### src/rtl/wb_csr_bank_param_if.sv
// Wishbone-style slave bus used by the CSR bank: request, address/data and the
// registered ack/err response plus the combinational block-select flag.
interface wb_csr_bank_param_if #(
    parameter int ADR_W  = 16,
    parameter int DATA_W = 8
);
    logic [ADR_W-1:0]  wb_adr_i;
    logic [ADR_W-1:0]  wb_base_adr_i;
    logic              wb_wen_i;
    logic              wb_stb_i;
    logic [DATA_W-1:0] wb_dat_i;
    logic [DATA_W-1:0] wb_dat_o;
    logic              wb_ack_o;
    logic              wb_err_o;
    logic              wb_val_o;

    modport slave (
        input  wb_adr_i, wb_base_adr_i, wb_wen_i, wb_stb_i, wb_dat_i,
        output wb_dat_o, wb_ack_o, wb_err_o, wb_val_o
    );

    modport master (
        output wb_adr_i, wb_base_adr_i, wb_wen_i, wb_stb_i, wb_dat_i,
        input  wb_dat_o, wb_ack_o, wb_err_o, wb_val_o
    );
endinterface

### src/rtl/wb_csr_bank_param.sv
// Parametrised control/status register bank with self-clearing pulse bits and a
// one-shot ack/err handshake. Define CSR_LOCK_EN to add a write-once LOCK register.
module wb_csr_bank_param #(
    parameter int ADR_W        = 16,
    parameter int DATA_W       = 8,
    parameter int BLK_ADR_BITS = 5,
    parameter int N_CTRL       = 4,
    parameter int N_STAT       = 2,
    parameter logic [N_CTRL*DATA_W-1:0] CTRL_RST   = '0,
    parameter logic [N_CTRL*DATA_W-1:0] PULSE_MASK = '0
) (
    input  logic                       clk40MHz_i,
    input  logic                       rst_i,
    wb_csr_bank_param_if.slave         wb,
    output logic [N_CTRL*DATA_W-1:0]   ctrl_o,
    output logic [N_CTRL-1:0]          ctrl_wr_o,
    input  logic [N_STAT*DATA_W-1:0]   stat_i
);

    generate
        if (N_CTRL + N_STAT + 1 > 2**BLK_ADR_BITS) begin : g_bad_cfg
            $error("wb_csr_bank_param: register map does not fit in BLK_ADR_BITS");
        end
    endgenerate

    typedef enum logic [1:0] {S_IDLE, S_RESP, S_HOLD} state_t;

    state_t                    state_q, state_d;
    logic                      ack_q, ack_d;
    logic                      err_q, err_d;
    logic [DATA_W-1:0]         dat_q, dat_d;
    logic [N_CTRL*DATA_W-1:0]  ctrl_q, ctrl_d;
    logic [N_CTRL-1:0]         ctrl_wr_q, ctrl_wr_d;

    logic [31:0]               off_n;
    logic                      hit_ctrl, hit_stat, hit_lock, locked;
    logic [DATA_W-1:0]         rd_val;

    assign off_n = 32'(wb.wb_adr_i[BLK_ADR_BITS-1:0]);
    // XOR-and-shift compares only the block-select bits above the local offset.
    assign wb.wb_val_o = (((wb.wb_adr_i ^ wb.wb_base_adr_i) >> BLK_ADR_BITS) == '0);

`ifdef CSR_LOCK_EN
    logic lock_q, lock_d;
    assign hit_lock = (off_n == 32'(N_CTRL + N_STAT));
    assign locked   = lock_q;

    always_ff @(posedge clk40MHz_i or posedge rst_i) begin
        if (rst_i) lock_q <= 1'b0;
        else       lock_q <= lock_d;
    end
`else
    assign hit_lock = 1'b0;
    assign locked   = 1'b0;
`endif

    always_ff @(posedge clk40MHz_i or posedge rst_i) begin
        if (rst_i) begin
            state_q   <= S_IDLE;
            ack_q     <= 1'b0;
            err_q     <= 1'b0;
            dat_q     <= '0;
            ctrl_q    <= CTRL_RST;
            ctrl_wr_q <= '0;
        end else begin
            state_q   <= state_d;
            ack_q     <= ack_d;
            err_q     <= err_d;
            dat_q     <= dat_d;
            ctrl_q    <= ctrl_d;
            ctrl_wr_q <= ctrl_wr_d;
        end
    end

    always_comb begin
        state_d   = state_q;
        ack_d     = 1'b0;
        err_d     = 1'b0;
        dat_d     = dat_q;
        // Pulse bits fall back to 0 unless this cycle's write sets them again.
        ctrl_d    = ctrl_q & ~PULSE_MASK;
        ctrl_wr_d = '0;
        hit_ctrl  = 1'b0;
        hit_stat  = 1'b0;
        rd_val    = '0;
`ifdef CSR_LOCK_EN
        lock_d    = lock_q;
        if (hit_lock) rd_val = {{(DATA_W-1){1'b0}}, lock_q};
`endif
        for (int k = 0; k < N_CTRL; k++) begin
            if (off_n == 32'(k)) begin
                hit_ctrl = 1'b1;
                rd_val   = ctrl_q[k*DATA_W +: DATA_W];
            end
        end
        for (int j = 0; j < N_STAT; j++) begin
            if (off_n == 32'(N_CTRL + j)) begin
                hit_stat = 1'b1;
                rd_val   = stat_i[j*DATA_W +: DATA_W];
            end
        end

        case (state_q)
            S_IDLE: begin
                if (wb.wb_stb_i && wb.wb_val_o) begin
                    state_d = S_RESP;
                    if (wb.wb_wen_i) begin
                        if (hit_ctrl && !locked) begin
                            ack_d = 1'b1;
                            for (int k = 0; k < N_CTRL; k++) begin
                                if (off_n == 32'(k)) begin
                                    ctrl_d[k*DATA_W +: DATA_W] = wb.wb_dat_i;
                                    ctrl_wr_d[k]               = 1'b1;
                                end
                            end
                        end else if (hit_lock) begin
                            ack_d = 1'b1;
`ifdef CSR_LOCK_EN
                            lock_d = lock_q | wb.wb_dat_i[0];
`endif
                        end else begin
                            err_d = 1'b1;
                            dat_d = '0;
                        end
                    end else if (hit_ctrl || hit_stat || hit_lock) begin
                        ack_d = 1'b1;
                        dat_d = rd_val;
                    end else begin
                        err_d = 1'b1;
                        dat_d = '0;
                    end
                end
            end
            S_RESP:  state_d = S_HOLD;
            S_HOLD:  if (!wb.wb_stb_i) state_d = S_IDLE;
            default: state_d = S_IDLE;
        endcase
    end

    assign wb.wb_ack_o = ack_q;
    assign wb.wb_err_o = err_q;
    assign wb.wb_dat_o = dat_q;
    assign ctrl_o      = ctrl_q;
    assign ctrl_wr_o   = ctrl_wr_q;

endmodule

### src/flat_wrapper.sv
// flat-port wrapper written by rule: the top's interface ports become plain ports
module wb_csr_bank_param_flat 
#(
    parameter int ADR_W        = 16,
    parameter int DATA_W       = 8,
    parameter int BLK_ADR_BITS = 5,
    parameter int N_CTRL       = 4,
    parameter int N_STAT       = 2,
    parameter logic [N_CTRL*DATA_W-1:0] CTRL_RST   = '0,
    parameter logic [N_CTRL*DATA_W-1:0] PULSE_MASK = '0
)
  (clk40MHz_i, rst_i, ctrl_o, ctrl_wr_o, stat_i, wb_wb_adr_i, wb_wb_base_adr_i, wb_wb_wen_i, wb_wb_stb_i, wb_wb_dat_i, wb_wb_dat_o, wb_wb_ack_o, wb_wb_err_o, wb_wb_val_o);
  wb_csr_bank_param_if #(.ADR_W(ADR_W), .DATA_W(DATA_W)) wb_i ();
  input  logic clk40MHz_i;
  input  logic rst_i;
  output logic [N_CTRL*DATA_W-1:0] ctrl_o;
  output logic [N_CTRL-1:0] ctrl_wr_o;
  input  logic [N_STAT*DATA_W-1:0] stat_i;
  input wire logic [$bits(wb_i.wb_adr_i)-1:0] wb_wb_adr_i;
  input wire logic [$bits(wb_i.wb_base_adr_i)-1:0] wb_wb_base_adr_i;
  input wire logic [$bits(wb_i.wb_wen_i)-1:0] wb_wb_wen_i;
  input wire logic [$bits(wb_i.wb_stb_i)-1:0] wb_wb_stb_i;
  input wire logic [$bits(wb_i.wb_dat_i)-1:0] wb_wb_dat_i;
  output wire logic [$bits(wb_i.wb_dat_o)-1:0] wb_wb_dat_o;
  output wire logic [$bits(wb_i.wb_ack_o)-1:0] wb_wb_ack_o;
  output wire logic [$bits(wb_i.wb_err_o)-1:0] wb_wb_err_o;
  output wire logic [$bits(wb_i.wb_val_o)-1:0] wb_wb_val_o;
  assign wb_i.wb_adr_i = wb_wb_adr_i;
  assign wb_i.wb_base_adr_i = wb_wb_base_adr_i;
  assign wb_i.wb_wen_i = wb_wb_wen_i;
  assign wb_i.wb_stb_i = wb_wb_stb_i;
  assign wb_i.wb_dat_i = wb_wb_dat_i;
  assign wb_wb_dat_o = wb_i.wb_dat_o;
  assign wb_wb_ack_o = wb_i.wb_ack_o;
  assign wb_wb_err_o = wb_i.wb_err_o;
  assign wb_wb_val_o = wb_i.wb_val_o;
  wb_csr_bank_param #(.ADR_W(ADR_W), .DATA_W(DATA_W), .BLK_ADR_BITS(BLK_ADR_BITS), .N_CTRL(N_CTRL), .N_STAT(N_STAT), .CTRL_RST(CTRL_RST), .PULSE_MASK(PULSE_MASK)) u_core (.clk40MHz_i(clk40MHz_i), .rst_i(rst_i), .wb(wb_i), .ctrl_o(ctrl_o), .ctrl_wr_o(ctrl_wr_o), .stat_i(stat_i));
endmodule
### config.mk
export PLATFORM = sky130hd
export DESIGN_NAME = wb_csr_bank_param_flat
export DESIGN_NICKNAME = d
export VERILOG_FILES = /design/src/rtl/wb_csr_bank_param_if.sv /design/src/rtl/wb_csr_bank_param.sv /design/src/flat_wrapper.sv
export SDC_FILE = /design/constraint.sdc
export NUM_CORES = 1
export LEC_CHECK = 0
export ABC_AREA = 1
export CORE_MARGIN = 2
export CORE_UTILIZATION = 44
export CTS_BUF_LIST = sky130_fd_sc_hd__clkbuf_8
export DETAILED_ROUTE_END_ITERATION = 8
export PLACE_DENSITY = 0.81
export RECOVER_POWER = 100
export SLEW_MARGIN = 20
export SYNTH_ARGS = -nofsm -noshare
export SYNTH_HDL_FRONTEND = slang
export SYNTH_SLANG_ARGS = --single-unit
### constraint.sdc
create_clock -name clk40MHz_i -period 1.9 [get_ports clk40MHz_i]
set_clock_uncertainty 0.05 [all_clocks]
set_input_delay 0.285 -clock clk40MHz_i [delete_from_list [all_inputs] [get_ports clk40MHz_i]]
set_output_delay 0.285 -clock clk40MHz_i [all_outputs]
set_load 0.05 [all_outputs]
==> results of run 1 <==
## critical path, cell delays in order
cell             delay [ns]
clkdlybuf4s50_1        0.51
xnor2_2                0.13
nand3_2                0.11
nor2_4                 0.13
buf_6                  0.10
and2_4                 0.14
buf_12                 0.13
## worst min path at each step
stage,startpoint,to,cells past startpoint
4_1_cts,rst_i,u_core.wb.wb_ack_o$_DFF_PP0_,3
2_1_floorplan,wb_wb_dat_i[2],u_core.ctrl_o[18]$_DFFE_PP0P_,2
3_3_place_gp,u_core.state_q[1]$_DFFE_PP0P_,u_core.state_q[1]$_DFFE_PP0P_,1
3_5_place_dp,u_core.state_q[1]$_DFFE_PP0P_,u_core.state_q[1]$_DFFE_PP0P_,1
6_report,u_core.state_q[1]$_DFFE_PP0P_,u_core.state_q[1]$_DFFE_PP0P_,1
5_1_grt,u_core.state_q[1]$_DFFE_PP0P_,u_core.state_q[1]$_DFFE_PP0P_,1
## sequential cells by signal, summed over array words and instances, names as in the netlist
name	cells
u_core.ctrl_o	32
u_core.wb.wb_dat_o	8
u_core.ctrl_wr_o	4
u_core.state_q	2
u_core.wb.wb_ack_o	1
u_core.wb.wb_err_o	1
## per-stage QoR
stage	cell area, sq um	hold slack, ns	cells
3_5_place_dp	3810	0.395	529
5_1_grt	4010	0.440	544
2_1_floorplan	2590	0.352	340
4_1_cts	3960	0.284	540
6_report	4010	0.407	544
3_3_place_gp	3810	0.388	529
## area by class of cell
| class | instances | area share, % |
|---|---|---|
| Sequential cell | 48 | 30.0 |
| Clock inverter | 2 | 0.968 |
| Tap cell | 72 | 2.25 |
| Inverter | 45 | 4.22 |
| Timing Repair Buffer | 130 | 30.6 |
| Clock buffer | 6 | 2.06 |
| Multi-Input combinational cell | 241 | 29.9 |
## per-layer routing
metal | GRT usage, % | routed length, um | share of wire, % | vias to the layer above
met4 | 3.73 | 42 | 0.54 | 0
met2 | 42.2 | 3770 | 49 | 107
li1 | - | - | - | 1349
met5 | 0 | 0 | 0 | -
met3 | 4.78 | 593 | 7.7 | 5
met1 | 30.7 | 3330 | 43 | 1265
## power groups by stage
stage,Sequential [uW],Clock [uW],Combinational (uW)
2_1_floorplan,1050,0,104
3_3_place_gp,1040,0,278
3_5_place_dp,1040,0,284
4_1_cts,1020,806,285
5_1_grt,1020,845,315
6_report,1020,787,285
## cells by family after synthesis
group	after synthesis	share of synthesized area (%)
buf+inv	52	8.82
compound gates	59	11.9
xor+xnor	5	1.69
flops	48	46.3
simple gates	176	31.3
## cell usage after synthesis
cell	number
nand2_1	111
dfrtp_1	48
inv_1	43
o21ai_0	33
nor2_1	28
o21ai_1	14
nand3_1	13
a21oi_1	6
nand4_1	6
buf_4	5
xnor2_1	5
nor2_4	4
nand2_4	3
nand3_2	3
nor2_2	3
o211ai_1	3
and2_1	2
buf_6	2
o22ai_1	2
clkinv_1	1
inv_2	1
nand4_4	1
nor2_8	1
o221ai_1	1
or2_0	1
## repair_timing
| action | CTS | global route |
|---|---|---|
| hold endpoints to repair | 0 | 0 |
| setup endpoints to repair | 1 | 42 |
| pin swaps | 3 | 10 |
| gates resized for setup | 8 | 16 |
| setup buffers | 3 | 3 |
| gates cloned | 0 | 1 |
==> flow_summary.toml, run 1 <==
[status]
outcome = "complete, no violations"

[sta]
setup_ws_ns = 0.0128
slew_viol_final = 0
worst_pin_slew_ns = 1.21
fin_crit_ns = 1.89
setup_viol = 0
hold_viol = 0
rsz0062_at_grt = "yes"
finalSetupTns_ns = 0
timing.final.crit_share_pct = 99.3
relSlewSlack_pct = 19.3
fmax_ghz = 0.530

[power]
p_seq_share_pct = 48.9
clock_power_share_pct = 37.6
leakage_uw = 0.00220
p_switching_uw = 497
switching_share_pct = 23.7
intPower_uw = 1600
power_frac_comb_pct = 13.6
power_uw = 2100
ir_drop_v = 0.000478
p_per_area_nw_per_um2 = 524

[global_routing]
grt_start_max_net_pins = 49
first_global_vias = 2604
grt_first_pass_wirelength_um = 12000
grt_overflow = 0
antenna_found_initial = 0
grtUsageTotal_pct = 23.7

[drt]
drtIter0Drc = 149
dr.pass1.iters = 4
vias_per_cell = 5.01
drcViolationCount = 0
wl_um = 7730
ant_nets = 0
wl_per_cell_um = 14.2
vias = 2726

[logic_synthesis]
ys_seq_elements = 48
yosys.area.top_type_share_pct = 46.3
yosys_warnings = 0
netlist_area_sq_um = 2590
syn_inst = 340
yosysSeqAreaShare_pct = 46.3
syn_nets = 400
synth_area_leader_cell = "dfrtp_1"
ys_types = 25
synth_top_cells_by_area = "dfrtp_1, nand2_1, o21ai_0, inv_1, nor2_1"
avgSynthCellArea_sq_um = 7.63

[die]
coreArea_sq_um = 5610
rows = 27
die_x_um = 80.8
io_pins = 107
start_util_pct = 46.3
die_area_sq_um = 6530
chipHeight_um = 80.8

[worst_setup_path]
start_kind = "input pin"
r2r_cells = 6
cp_max_fo = 2
critical_path_class = "input pin to output pin"
cp.arrival_ns = 1.55
crit_path_end = "wb_wb_val_o"
end_kind = "output pin"
r2r_end = "u_core.ctrl_o[19]$_DFFE_PP0P_"
rr_startpoint = "u_core.state_q[0]$_DFFE_PP0P_"
r2r_setup_slack_ns = 0.16
worstSetupStartpoint = "wb_wb_adr_i[15]"
cp.required_ns = 1.56

[place]
placement.io_buffers = 101
gp_congestion = 0.851
place_ws_ns = -0.221
detailed_place_hpwl_um = 5730

[cells_and_area]
most-common-layout-cells = "nand2_1, clkdlybuf4s50_1, dfrtp_1, inv_1, o21ai_0"
final_core_util_pct = 71.4
regArea_sq_um = 1200
drive_gt1_share_pct = 12.3
antennaDiodeCount = 0
syn_to_final_growth_pct = 54.3
num-nets-final = 531
multi_input_area_sq_um = 1200
fillers = 481
layout_commonest_cell = "nand2_1"

[cts]
htree_levels = 2
clk_pin_slew_ns = 0.09
cts_hold_buf = 0
clk_latency_ns = 0.30
cts_sinks = 48
ctsRootBufferMaster = "clkbuf_8"
numCtsBuffers = 5
tritoncts = "built"
clk_path_buf_depth = 2

[worst_hold_path]
min_path_type = "flop to flop"

[flow_run]
cap_viol_max_count = 0
Note: power is estimated with default switching activity, not from simulation.
==> inputs of run 2 (changes only) <==
--- a/config.mk
+++ b/config.mk
@@ -9,9 +9,11 @@
 export CORE_MARGIN = 2
 export CORE_UTILIZATION = 44
 export CTS_BUF_LIST = sky130_fd_sc_hd__clkbuf_8
+export CTS_CLUSTER_DIAMETER = 100
 export DETAILED_ROUTE_END_ITERATION = 8
 export PLACE_DENSITY = 0.81
 export RECOVER_POWER = 100
+export REMOVE_ABC_BUFFERS = 1
 export SLEW_MARGIN = 20
 export SYNTH_ARGS = -nofsm -noshare
 export SYNTH_HDL_FRONTEND = slang
==> run 2 against run 1 <==
Effect of this change: cell count is 0.37% lower; flip-flop and latch count stayed put; via count is 1.7% higher; non-clock buffer count is 1 lower; clock power is 19% lower; setup slack better by 0.013 ns; power is 7.1% lower; maximum frequency is 0.68% higher; combinational power hardly changed; clock-buffer cell count stayed put; critical path depth is 6 lower; sequential power hardly changed; critical endpoint is now ctrl_o[26]; largest cell class is now sequential cells.
==> flow_summary.toml, run 2 (same netlist as run 1, synthesis figures left out) <==
[status]
outcome = "complete, no violations"

[sta]
timing.final.crit_share_pct = 98.7
worst_pin_slew_ns = 0.796
fin_crit_ns = 1.87
relSlewSlack_pct = 46.9
hold_viol = 0
setup_ws_ns = 0.0256
rsz0062_at_grt = "no"
setup_viol = 0
slew_viol_final = 0
fmax_ghz = 0.534

[worst_setup_path]
critical_path_class = "flop to output pin"
cp_max_fo = 3
max_stage_delay_ns = 0.83
cp.arrival_ns = 1.54
cp.required_ns = 1.56
end_kind = "output pin"
cp_num_buf_inv = 1
path_cells = "clkdlybuf4s50_1"
start_kind = "flop"
critPathTopFamily = "buffers and inverters"
cp_slowest_cell = "clkdlybuf4s50_1"

[die]
start_util_pct = 46.3
die_x_um = 80.8
coreArea_sq_um = 5610
io_pins = 107
chipHeight_um = 80.8
rows = 27
die_area_sq_um = 6530

[flow_run]
cap_viol_max_count = 0

[drt]
wl_um = 8170
drcViolationCount = 0
drtIter0Drc = 140
vias_per_cell = 5.11
vias = 2772
dr.pass1.iters = 4
ant_nets = 0
wl_per_cell_um = 15.1

[cells_and_area]
multi_input_area_sq_um = 1190
largest_register_ffs = 32
most-common-layout-cells = "nand2_1, clkdlybuf4s50_1, dfrtp_1, inv_1, o21ai_0"
syn_to_final_growth_pct = 51.9
num-nets-final = 529
layout_commonest_cell = "nand2_1"
drive_gt1_share_pct = 11.7
regArea_sq_um = 1200
layout.cells.non_filler = 542
antennaDiodeCount = 0
fillers = 462

[cts]
cts_hold_buf = 0
ctsRootBufferMaster = "clkbuf_8"
clk_pin_slew_ns = 0.09
numCtsBuffers = 5
htree_levels = 2
tritoncts = "built"
clk_latency_ns = 0.30
cts_sinks = 48
clk_path_buf_depth = 2

[power]
ir_drop_v = 0.000426
leakage_uw = 0.00209
p_per_area_nw_per_um2 = 494

[place]
gp_congestion = 0.868
place_ws_ns = -0.204
dp_cells = 531
detailed_place_hpwl_um = 6100
placement.io_buffers = 101

[global_routing]
grt_start_max_net_pins = 37
grtUsageTotal_pct = 25.3
grt_first_pass_wirelength_um = 12500
first_global_vias = 2713
antenna_found_initial = 0
grt_overflow = 0

[worst_hold_path]
min_path_type = "input pin to asynchronous set/reset pin"
-- run 2: cell types whose count changed in the layout (fill, tap and decap cells not counted), moves of 3 or more --
cell,delta
dlygate4sd2_1,-5
dlymetal6s2s_1,-4
inv_1,+3
clkdlybuf4s50_1,+6
clkbuf_2,+4
buf_4,-8
-- run 2: per-stage QoR --
step | utilization (%) | hold WS (ns) | total power (uW) | instance area, sq um | TNS (ns)
6_report | 70.3 | 0.376 | 1950 | 3940 | 0
5_1_grt | 70.3 | 0.428 | 2030 | 3940 | 0
4_1_cts | 70.6 | 0.192 | 1950 | 3960 | 0
3_5_place_dp | 68.6 | 0.391 | 1330 | 3850 | -5.73
3_3_place_gp | 68.6 | 0.385 | 1320 | 3850 | -3.59
2_1_floorplan | - | 0.352 | 1150 | 2530 | 0
-- run 2: worst paths after layout --
check / from / cells past startpoint / slack [ns] / endpoint
hold / removal: rst_i / 2 / 0.38 / u_core.wb.wb_err_o$_DFF_PP0_
setup reg to reg: u_core.state_q[0]$_DFFE_PP0P_ / 7 / 0.26 / u_core.ctrl_o[15]$_DFFE_PP0P_
min in group clk40MHz_i: u_core.state_q[1]$_DFFE_PP0P_ / 1 / 0.40 / u_core.state_q[1]$_DFFE_PP0P_
max in group asynchronous: rst_i / 3 / 0.27 / u_core.ctrl_o[22]$_DFFE_PP0P_
hold reg to reg: u_core.state_q[1]$_DFFE_PP0P_ / 1 / 0.40 / u_core.state_q[1]$_DFFE_PP0P_
setup / recovery: u_core.ctrl_o[26]$_DFFE_PP0P_ / 1 / 0.03 / ctrl_o[26]
-- run 2: report_power, final --
group          internal (uW)  switching, uW
sequential              1020           1.17
combinational            146            140
clock                    291            347
-- run 2: per-layer routing --
| metal | global-route usage, % | routed length [um] | vias up |
|---|---|---|---|
| li1 | - | - | 1331 |
| met1 | 31.7 | 3330 | 1277 |
| met2 | 45.3 | 3960 | 153 |
| met3 | 4.67 | 773 | 11 |
| met4 | 6.27 | 101 | 0 |
| met5 | 0 | 0 | - |
-- run 2: area by class of cell --
type	count	share of cell area (%)
Tap cell	72	2.29
Clock inverter	2	0.286
Multi-Input combinational cell	240	30.3
Sequential cell	48	30.5
Clock buffer	6	2.10
Timing Repair Buffer	129	30.3
Inverter	45	4.29
-- run 2: timing repair --
item,CTS,global route
cloned,0,1
endpoints found under the setup margin,1,33
pin swaps,1,6
resized for setup,2,26
setup buffers,2,0
==> RTL edit (config.mk and constraints of run 2) <==
`N_STAT` is set to 2 in 2 places; all go to 1.
--- a/src/rtl/wb_csr_bank_param.sv
+++ b/src/rtl/wb_csr_bank_param.sv
@@ -5,7 +5,7 @@
     parameter int DATA_W       = 8,
     parameter int BLK_ADR_BITS = 5,
     parameter int N_CTRL       = 4,
-    parameter int N_STAT       = 2,
+    parameter int N_STAT       = 1,
     parameter logic [N_CTRL*DATA_W-1:0] CTRL_RST   = '0,
     parameter logic [N_CTRL*DATA_W-1:0] PULSE_MASK = '0
 ) (
--- a/src/flat_wrapper.sv
+++ b/src/flat_wrapper.sv
@@ -5,7 +5,7 @@
     parameter int DATA_W       = 8,
     parameter int BLK_ADR_BITS = 5,
     parameter int N_CTRL       = 4,
-    parameter int N_STAT       = 2,
+    parameter int N_STAT       = 1,
     parameter logic [N_CTRL*DATA_W-1:0] CTRL_RST   = '0,
     parameter logic [N_CTRL*DATA_W-1:0] PULSE_MASK = '0
 )
Ports: changed (resized stat_i); port bits go from 107 to 99. The function was not compared with the original's and may differ.
==> RTL edit against run 2 <==
- utilization shrank 4.9 points
- sequential share of layout area increased by 0.20 points
- register-to-register slack worse by 40 ps
- largest power group unchanged
- cell area down 0.67%
- die area grew 6.0%
- sequential cell count did not move
- area after synthesis increased by 6.4%
- power hardly changed
- setup slack improved by 15 ps
- via count down 2.3%
- wire length is 6.5% lower
- cell count grew 3.0%
==> RTL edit: results (changes against run 2) <==
| Metric | Value |
|---|---|
| Synth top area cells | `dfrtp_1 (44%), nand2_1 (16%), nand3_1 (10%)` |
| Synth cell types | `25 (unchanged)` |
| IO Port Bufs | `93 (-7.9%)` |
| Most common library cells after synthesis | `nand2_1 (120), nand3_1 (55), inv_1 (49)` |
| First-pass GRT wire length | `12,600 um (+0.44%)` |
| Number of global-route vias before repair | `2,646 (-2.5%)` |
| Maximum VDD drop | `0.338 mV (-21%)` |
| GPL Wtd Cong | `0.848 (-2.3%)` |
| Largest net degree at the start of global routing | `33 (-11%)` |
| Initial DRC Count | `95 (-32%)` |
| Slew @ Worst Pin | `760 ps (-36.1 ps)` |
| Nets | `534 (+0.95%)` |
| Worst Hold Class | `flip-flop to flip-flop` |
| Leakage power | `2.02 nW (-3.5%)` |
| Critical path required time | `1560 ps (about the same)` |
| Pre-CTS setup slack | `-249 ps (-45.5 ps)` |
| Outcome | `finished clean` |
| DPL Wire Length | `5940 um (-2.6%)` |
| N_diodes | `0 (unchanged)` |
| Sequential-to-total area share from yosys stat | `43.5% (-2.8 points)` |
| Share of cells above drive strength 1 | `14.5% (+2.8 points)` |
| Fill cells | `531 (+15%)` |
| Instance area at placement | `3910 sq um (+1.6%)` |
| YS warnings | `0 (unchanged)` |
| DR WL/cell | `13.7 um (-9.2%)` |
| Total global-route track usage | `22.4% (-2.9 points)` |
| DR vias/cell | `4.85 (-5.1%)` |
| Critical Path Fanout Max | `3 (unchanged)` |
[RTL edit: cells by family (layout without fill, tap and decap cells)]
family / count (synthesis) / in the layout / share of synthesized area [%]
xor gates and xnor gates: 6 / 6 / 1.90
and+or+nand+nor: 231 / 231 / 42.1
AOI/OAI and AO/OA: 12 / 12 / 2.27
buffers and inverters: 61 / 186 / 10.2
DFF: 48 / 48 / 43.5
[RTL edit: final cells by class]
class / instances / area, sq um / share of cell area, %
Clock inverter: 2 / 10.0 / 0.256
Clock buffer: 6 / 82.6 / 2.11
Tap cell: 75 / 93.8 / 2.40
Timing Repair Buffer: 124 / 1040 / 26.6
Multi-Input combinational cell: 249 / 1280 / 32.8
Inverter: 54 / 203 / 5.18
Sequential cell: 48 / 1200 / 30.7
[RTL edit: metal layers]
metal / up-vias / GRT usage (%) / wire [um]
li1: 1370 / - / -
met1: 1253 / 28.3 / 3260
met2: 77 / 40.0 / 3910
met3: 8 / 4.17 / 399
met4: 0 / 4.92 / 71
met5: - / 0 / 0
[RTL edit: stage by stage]
step                      util (%)  setup TNS (ps)  instances
after floorplan                  -               0        351
after global placement        65.2           -3870        549
after detailed placement      65.2           -7060        549
after CTS                     67.2               0        558
after global routing          65.4               0        558
final                         65.4               0        558
[RTL edit: worst register-to-register path, stage by stage, from the launching register on]
cell and delay, ps:
dfrtp_1 390, or2_4 280, nor2_8 170, nand4_2 130
nor2_1 140, buf_6 260, nand3_1 130, nand2_1 80
[RTL edit: path summary, 6_finish.rpt]
kind	from	to	slack, ps	cells after the start
setup reg to reg	u_core.state_q[1]$_DFFE_PP0P_	u_core.ctrl_o[12]$_DFFE_PP0P_	220	7
max in group asynchronous	rst_i	u_core.ctrl_o[6]$_DFFE_PP0P_	350	3
min in group asynchronous	rst_i	u_core.wb.wb_dat_o[4]$_DFFE_PP0P_	500	2
hold / removal	u_core.wb.wb_dat_o[0]$_DFFE_PP0P_	u_core.wb.wb_dat_o[0]$_DFFE_PP0P_	440	2
setup / recovery	u_core.ctrl_o[30]$_DFFE_PP0P_	ctrl_o[30]	40	1
hold reg to reg	u_core.wb.wb_dat_o[0]$_DFFE_PP0P_	u_core.wb.wb_dat_o[0]$_DFFE_PP0P_	440	2
[RTL edit: what timing repair did]
item,in CTS,in global routing
setup buffers,1,0
hold buffers,0,0
cloned,0,0
resized for setup,1,6
pin swaps,1,4
endpoints found under the setup margin,1,27
[RTL edit: power by group through the flow]
stage          Sequential [W]  Clock, W  Combinational, W
2_1_floorplan         0.00104         0          0.000107
3_5_place_dp          0.00104         0          0.000287
6_report              0.00102  0.000640          0.000284
4_1_cts               0.00102  0.000640          0.000289
5_1_grt               0.00102  0.000690          0.000311
3_3_place_gp          0.00104         0          0.000281
